File: src/rtl/console_mux_pkg.sv
// Shared types and defaults for the console mux UART drain path.
package console_mux_pkg;

    typedef enum logic [2:0] {
        IDLE,
        QUAL,
        START,
        DATA,
        STOP
    } tx_state_t;

    localparam int   DEF_CLKS_PER_BIT = 104;
    localparam int   DEF_DATA_BITS    = 8;
    localparam logic UART_IDLE        = 1'b1;

endpackage

File: src/rtl/uart_baud_gen.sv
// Bit-period counter: counts 0..CLKS_PER_BIT-1 and flags the last cycle of each bit.
module uart_baud_gen #(
    parameter  int CLKS_PER_BIT = 104,
    localparam int CNT_W        = (CLKS_PER_BIT > 1) ? $clog2(CLKS_PER_BIT) : 1
) (
    input  logic             clk,
    input  logic             rst,
    input  logic             clear,
    output logic [CNT_W-1:0] count,
    output logic             tick
);

    assign tick = (count == CNT_W'(CLKS_PER_BIT - 1));

    always_ff @(posedge clk) begin
        if (rst || clear || tick) begin
            count <= '0;
        end else begin
            count <= count + 1'b1;
        end
    end

endmodule

File: src/rtl/fifo_uart_tx.sv
// Pops bytes from the mux output FIFO and serializes each as 8N1 on tx.
//  state | meaning
//  IDLE  | line idle, waiting for fifo_empty to drop
//  QUAL  | second non-empty cycle; head data now valid, latch and pop
//  START | start bit (tx=0), pop strobe on its first cycle
//  DATA  | data bits LSB first
//  STOP  | stop bit (tx=1), frame_done on its last cycle
module fifo_uart_tx
    import console_mux_pkg::*;
#(
    parameter int CLKS_PER_BIT = DEF_CLKS_PER_BIT,
    parameter int DATA_BITS    = DEF_DATA_BITS
) (
    input  logic                 clk,
    input  logic                 rst,
    input  logic [DATA_BITS-1:0] fifo_data,
    input  logic                 fifo_empty,
    output logic                 fifo_pop,
    output logic                 tx,
    output logic                 busy,
    output logic                 frame_done
);

    localparam int CNT_W = (CLKS_PER_BIT > 1) ? $clog2(CLKS_PER_BIT) : 1;
    localparam int IDX_W = (DATA_BITS > 1) ? $clog2(DATA_BITS) : 1;

    tx_state_t            state, state_d;
    logic [DATA_BITS-1:0] shift_q, shift_d;
    logic [IDX_W-1:0]     bit_idx, bit_idx_d;
    logic                 pop_d, tx_d, busy_d, done_d;
    logic                 baud_clear, baud_tick;
    logic [CNT_W-1:0]     baud_cnt;

    // Holding the counter clear until START begins aligns bit boundaries to the start edge.
    assign baud_clear = (state == IDLE) || (state == QUAL);

    uart_baud_gen #(
        .CLKS_PER_BIT(CLKS_PER_BIT)
    ) u_baud (
        .clk  (clk),
        .rst  (rst),
        .clear(baud_clear),
        .count(baud_cnt),
        .tick (baud_tick)
    );

    always_ff @(posedge clk) begin
        if (rst) begin
            state      <= IDLE;
            shift_q    <= '0;
            bit_idx    <= '0;
            fifo_pop   <= 1'b0;
            tx         <= UART_IDLE;
            busy       <= 1'b0;
            frame_done <= 1'b0;
        end else begin
            state      <= state_d;
            shift_q    <= shift_d;
            bit_idx    <= bit_idx_d;
            fifo_pop   <= pop_d;
            tx         <= tx_d;
            busy       <= busy_d;
            frame_done <= done_d;
        end
    end

    always_comb begin
        state_d   = state;
        shift_d   = shift_q;
        bit_idx_d = bit_idx;
        pop_d     = 1'b0;
        case (state)
            IDLE: begin
                if (!fifo_empty) state_d = QUAL;
            end
            QUAL: begin
                if (fifo_empty) begin
                    state_d = IDLE;
                end else begin
                    shift_d   = fifo_data;
                    bit_idx_d = '0;
                    pop_d     = 1'b1;
                    state_d   = START;
                end
            end
            START: begin
                if (baud_tick) state_d = DATA;
            end
            DATA: begin
                if (baud_tick) begin
                    shift_d = shift_q >> 1;
                    if (bit_idx == IDX_W'(DATA_BITS - 1)) begin
                        bit_idx_d = '0;
                        state_d   = STOP;
                    end else begin
                        bit_idx_d = bit_idx + 1'b1;
                    end
                end
            end
            STOP: begin
                if (baud_tick) state_d = IDLE;
            end
            default: state_d = IDLE;
        endcase

        // Outputs are registered, so they are derived from the state being entered.
        if (state_d == START) begin
            tx_d = 1'b0;
        end else if (state_d == DATA) begin
            tx_d = shift_d[0];
        end else begin
            tx_d = UART_IDLE;
        end
        busy_d = (state_d != IDLE);
        done_d = (state == STOP) && (baud_cnt == CNT_W'(CLKS_PER_BIT - 2));
    end

endmodule

File: config.mk
export PLATFORM = sky130hd
export DESIGN_NAME = fifo_uart_tx
export DESIGN_NICKNAME = d
export VERILOG_FILES = /design/src/rtl/console_mux_pkg.sv /design/src/rtl/uart_baud_gen.sv /design/src/rtl/fifo_uart_tx.sv
export SDC_FILE = /design/constraint.sdc
export NUM_CORES = 1
export LEC_CHECK = 0
export ABC_CLOCK_PERIOD_IN_PS = 1700
export CAP_MARGIN = 20
export CORE_AREA = 5 5 70 66
export CTS_CLUSTER_SIZE = 16
export DETAILED_ROUTE_END_ITERATION = 12
export DIE_AREA = 0 0 75 71
export PLACE_DENSITY = 0.47
export SLEW_MARGIN = 20
export SYNTH_ARGS = -nofsm -noshare
export SYNTH_HDL_FRONTEND = slang
export SYNTH_HIERARCHICAL = 1
export SYNTH_SLANG_ARGS = --single-unit
File: constraint.sdc
create_clock -name clk -period 1.7 [get_ports clk]
set_input_delay 0.425 -clock clk [delete_from_list [all_inputs] [get_ports clk]]
set_output_delay 0.425 -clock clk [all_outputs]
set_load 0.02 [all_outputs]
# Word level (Yosys, flattened, before mapping)
# Cells that the tools add are included.
# totals
out_inout_bits	4
regBits	25
input_bits	11
wordCells	49
# op_classes
n_eq_ne	11
addsub	2
bitwise	1
reduce_logical	9
mux	17
# op_table
op	n
3-bit 2-to-1 mux	8
8-bit 2-to-1 mux	2
8-bit one-hot mux with 2 select lines	1
3-bit one-hot mux with 5 select lines	1
7-bit == test, second input constant	2
3-bit by 2-bit == test with 1-bit output, second input constant	4
7-bit by 1-bit adder with 7-bit output, second input constant	1
3-bit == test, second input constant	2
3-bit one-hot mux with 2 select lines	1
3-bit by 1-bit adder with 3-bit output, second input constant	1
3-bit by 1-bit == test with 1-bit output, second input constant	1
3-bit zero test	1
1-bit logical OR	3
1-bit 2-to-1 mux	3
3-bit AND reduction	1
3-bit nonzero test	1
2-bit 2-to-1 mux	1
2-bit by 1-bit inequality test with 1-bit output, second input constant	1
2-bit inequality test, second input constant	1
2-bit nonzero test	1
2-bit OR reduction	1
1-bit logical AND	1
1-bit NOT	1

# Depth between registers and ports, before layout
# depth
ltp_word	7
mapped_depth	8
depth_no_buf	7

# By module
# Netlist, hierarchy kept.
# modules_own_cells
mod	cells_each	area_per_inst_um2	instances	seq_area_each_um2
fifo_uart_tx	83	759.5	1	360.3
uart_baud_gen	34	302.8	1	140.1

# Worst setup path after synthesis
# Ideal clock, no wire load.
# synth_timing
kind	flip-flop to flip-flop
from	register u_baud.count[0]
to	register shift_q[1]
path_stages_with_launch	9
path_slack_ns	-0.063
t_arrival_ns	1.635
path_buffers	1
required_time_ns	1.572
period_less_slack_ns	1.763
setup_ns	0.128
path_cell_list	dfxtp_1 -> ha_1 -> nand2_1 -> nor2_1 -> nand2_1 -> a21o_1 -> buf_2 -> a222oi_1 -> nor2_1
# synth_between
elab_chain_len	3
# synth_rtl
element	line_no	source
start: declaration	uart_baud_gen.sv:9	output logic [CNT_W-1:0] count,
start signal: assignment	uart_baud_gen.sv:19	count <= count + 1'b1;
7-bit == test	uart_baud_gen.sv:13	assign tick = (count == CNT_W'(CLKS_PER_BIT - 1));
net baud_tick	fifo_uart_tx.sv:31	logic baud_clear, baud_tick;
2-bit by 1-bit inequality test with 1-bit output (no line)	--	
3-bit AND reduction (no line)	--	
end signal: assignment	fifo_uart_tx.sv:58	shift_q <= shift_d;
end: declaration	fifo_uart_tx.sv:28	logic [DATA_BITS-1:0] shift_q, shift_d;
# The timed path passes the listed nets, and every way through them passes these cells.
# A chain may end at the register's enable or synchronous reset.

# Worst setup path in the final report
# layout_timing
from	register u_baud.count[1]
to	register bit_idx[1]
# layout_between
elab_chain_len	3
# layout_rtl
element	line_no	source
7-bit == test	uart_baud_gen.sv:13	
net baud_tick	fifo_uart_tx.sv:31	
2-bit by 1-bit inequality test with 1-bit output (no line)	--	
3-bit AND reduction (no line)	--	
end signal: assignment	fifo_uart_tx.sv:59	bit_idx <= bit_idx_d;
end: declaration	fifo_uart_tx.sv:29	logic [IDX_W-1:0] bit_idx, bit_idx_d;
# The timed path passes the listed nets, and every way through them passes these cells.

==> impl_summary.txt <==
----------------------------------------------------
[Run status]
  Result of the run ... complete, but fails checks
  Violations in the final reports ... negative setup slack

[Yosys]
  Post-synth top cells ... dfxtp_1 (25), nor2_1 (18), nand2_1 (8)
  Share of synthesized area occupied by flip-flops and latches ... 0.471
  Mapped Area ... 0.00106 sq mm
  Cell count after synthesis ... 117
  Synth area leaders ... dfxtp_1 (47%), a222oi_1 (6.6%), nor2_1 (6.4%)
  Area share of the largest cell type after synthesis ... 0.471
  EDFF count, synth ... 0
  Share of async-settable or async-resettable flops after synthesis ... 0
  Distinct cell type count of the synthesized netlist ... 34
  Synth Register Bits ... 25
  Most numerous cell in the Yosys netlist ... dfxtp_1
  Ys Warns ... 6
  Synth area leader ... dfxtp_1
  Synthesized area divided by synthesized cell count ... 9.08 sq um
  Syn_nets ... 132
  Post-synth top flop ... dfxtp_1

[STA]
  Setup repair after global routing missed its margin ... yes
  Measured slew at the worst slew-check pin ... 0.285 ns
  Final worst path period share ... 1.01
  Post-route clock skew ... 0.00170 ns
  Setup TNS Final ... -0.0151 ns
  Pins Over Slew Limit ... 0
  Highest achievable clock rate ... 583 MHz
  Min Hold Slack ... 0.484 ns
  Max-Slew Margin vs Limit ... 0.807
  Setup violations, final ... 1
  Final count of hold timing violations ... 0
  Minimum setup slack in the final design ... -0.0151 ns
  Tmin final ... 1.72 ns

[CTS]
  Number of levels the H-tree was split into ... 1
  Clock latency on the worst-skew pair ... 0.27 ns
  Deepest clock path buffer count ... 2
  Clk sink count ... 25
  CTS tree ... yes
  Number of buffers inserted by hold repair at cts ... 0
  Number of buffers added by the clock tree synthesis step ... 3
  CTS root buffer ... clkbuf_8
  Clock slew seen by the registers of the worst setup and hold paths ... 0.09 ns

[Finish]
  Area delta synth->final ... 43.6%
  Final net count ... 167
  Filler cells ... 392
  Final antenna diode count ... 0
  Layout cells sized above 1 ... 0.285

[Routing]
  Wire length per cell after detailed routing ... 12.6 microns
  First-pass iteration count of the detailed router ... 4
  Initial DRC count ... 101
  Final WL ... 2510 microns
  Detailed-route via count ... 986
  Remaining antenna violation count ... 0
  Detailed-route vias per instance ... 4.95
  Post-route DRC ... 0

[Pwr]
  Sw Ratio ... 0.238
  Net Switching ... 259 uW
  Worst ir drop on vdd ... 351 uV
  Reg power frac ... 0.556
  Reported leakage power ... 0.000571 uW
  Clock network power share ... 0.333
  Total power divided by cell area ... 716 mW/mm^2
  Share of power burned in combinational logic ... 0.112
  Total internal power ... 832 uW
  Final total power ... 1090 uW

[Placement]
  Hpwl dp ... 1770 microns
  Final GP Congestion ... 0.821
  Setup WS pre-CTS ... -0.383 ns
  Total of buffers placed on input and output ports ... 14

[Critical path]
  Setup crit end kind ... flop
  Capturing point of the worst reg2reg path ... bit_idx[1]
  Max stage delay on crit path ... 0.50 ns
  Arrival time at the worst endpoint ... 1.92 ns
  Worst reg2reg startpoint ... u_baud/count[1]
  Number of gates on the worst path with buffers counted ... 7
  Category of cells accounting for the largest share of critical-path delay ... simple AND/OR/NAND/NOR gates
  Worst Reg2Reg Path Length in Cells ... 7
  Worst Setup Path Type ... reg -> reg
  Internal reg-to-reg setup slack ... -0.02 ns
  Max Fanout on Critical Path ... 7
  Required arrival time at the worst endpoint ... 1.91 ns
  Chain of cells forming the critical path ... ha_4 > nand2_4 > nor2_4 > nand2_2 > a21o_4 > or4_1 > a21oi_2
  Worst setup path startpoint ... u_baud/count[1]
  Startpoint type of the worst setup path ... flop
  Buf+Inv Stages, Crit Path ... 0
  Critical Path Slowest Stage Cell ... or4_1

[Worst hold path]
  Hold WC Path Type ... reg -> reg
  Number of cells on the worst hold path ... 2
  Endpoint, Worst Hold ... bit_idx[0]
  Hold path startpoint ... bit_idx[0]

[Flow run]
  Number of max-capacitance violations reported ... 0

[GRT]
  Total global routing track utilization ... 0.0940
  Antenna violations before repair ... 0
  Maximum number of pins on one net before global-route repair ... 19
  Vias in the first global route ... 957
  First-pass GRT wire length ... 4040 microns
  Aggregate global routing overflow ... 0

[Floorplanning]
  Placeable core region ... 0.00388 sq mm
  Number of top-level design ports ... 15
  Chip Height ... 71 microns
  Std cell rows ... 22
  Die area ... 0.00533 sq mm
  Width of the die ... 75 microns
  Initial Util ... 0.274

----------------------------------------------------
==> worst max path at each step <==
stage                 end  slack [ns]
3_5_place_dp   bit_idx[2]       -0.38
3_3_place_gp   bit_idx[2]       -0.34
6_report       bit_idx[1]       -0.02
4_1_cts        bit_idx[2]      0.0007
2_1_floorplan  shift_q[1]       0.008
5_1_grt        shift_q[4]       -0.08
==> state kept, by name, indices dropped and copies added, names as in the netlist <==
register      flops
frame_done        1
u_baud/count      7
busy              1
bit_idx           3
fifo_pop          1
tx                1
shift_q           8
state             3
==> worst reg2reg max path, stage by stage, from the launching register on <==
cell     delay (ns)
dfxtp_2        0.36
ha_4           0.15
nand2_4        0.06
nor2_4         0.12
nand2_2        0.06
a21o_4         0.25
or4_1          0.51
a21oi_2        0.15
==> metrics by stage <==
| step | util | std cells | area, sq um |
|---|---|---|---|
| 4_1_cts | 0.384 | 199 | 1490 |
| 2_1_floorplan | - | 117 | 1070 |
| 3_5_place_dp | 0.359 | 194 | 1390 |
| 3_3_place_gp | 0.359 | 194 | 1390 |
| 6_report | 0.393 | 199 | 1530 |
| 5_1_grt | 0.393 | 199 | 1530 |
==> cell families (layout without fill, tap and decap cells) <==
kind of cell / Yosys count / in the layout / synth area share
compound gates: 24 / 24 / 0.163
xor+xnor: 3 / 3 / 0.0247
fa+ha+maj: 4 / 4 / 0.0471
flops: 25 / 25 / 0.471
buf+inv: 11 / 45 / 0.0506
simple gates: 50 / 50 / 0.244
==> routing by layer <==
| layer | share of wire | wire [microns] | global-route usage |
|---|---|---|---|
| met1 | 0.44 | 1110 | 0.122 |
| met2 | 0.51 | 1290 | 0.149 |
| met3 | 0.038 | 96 | 0.0170 |
| met4 | 0.0056 | 14 | 0.0415 |
| met5 | 0 | 0 | 0 |
==> repair_timing <==
item                                    4_1_cts  5_1_grt
resized for setup                             8        8
endpoints found under the setup margin       11        9
buffers inserted                              1        0
pin swaps                                     4       11
==> power groups by stage <==
stage               sequential, uW  clock, uW  combinational, uW
finish                         607        363                122
CTS                            607        372                119
detailed placement             620          0                115
floorplan                      622          0               52.9
global route                   608        392                133
global placement               620          0                113
==> placed cells by master (no fill, tap or decap), drive strengths merged, types with 2 or more instances in the layout <==
cell / Yosys / layout
dfxtp: 25 / 25
buf: 4 / 23
nor2: 19 / 19
clkdlybuf4s50: 0 / 13
nand2: 8 / 8
a222oi: 7 / 7
a21oi: 7 / 7
nor3: 4 / 4
inv: 4 / 4
o21ai: 4 / 4
ha: 4 / 4
clkbuf: 3 / 3
or3: 3 / 3
nand3: 3 / 3
and3: 2 / 2
nor2b: 2 / 2
nor4b: 2 / 2
a22oi: 2 / 2
or4: 2 / 2
xor2: 2 / 2
==> final cells by class <==
| type | count | area (sq um) | area share |
|---|---|---|---|
| Clock buffer | 3 | 41.3 | 0.0271 |
| Multi-Input combinational cell | 81 | 582 | 0.381 |
| Tap cell | 48 | 60.1 | 0.0394 |
| Sequential cell | 25 | 504 | 0.331 |
| Clock inverter | 1 | 7.51 | 0.00492 |
| Inverter | 4 | 15.0 | 0.00984 |
| Timing Repair Buffer | 37 | 315 | 0.207 |
Note: power is estimated with default switching activity, not from simulation.
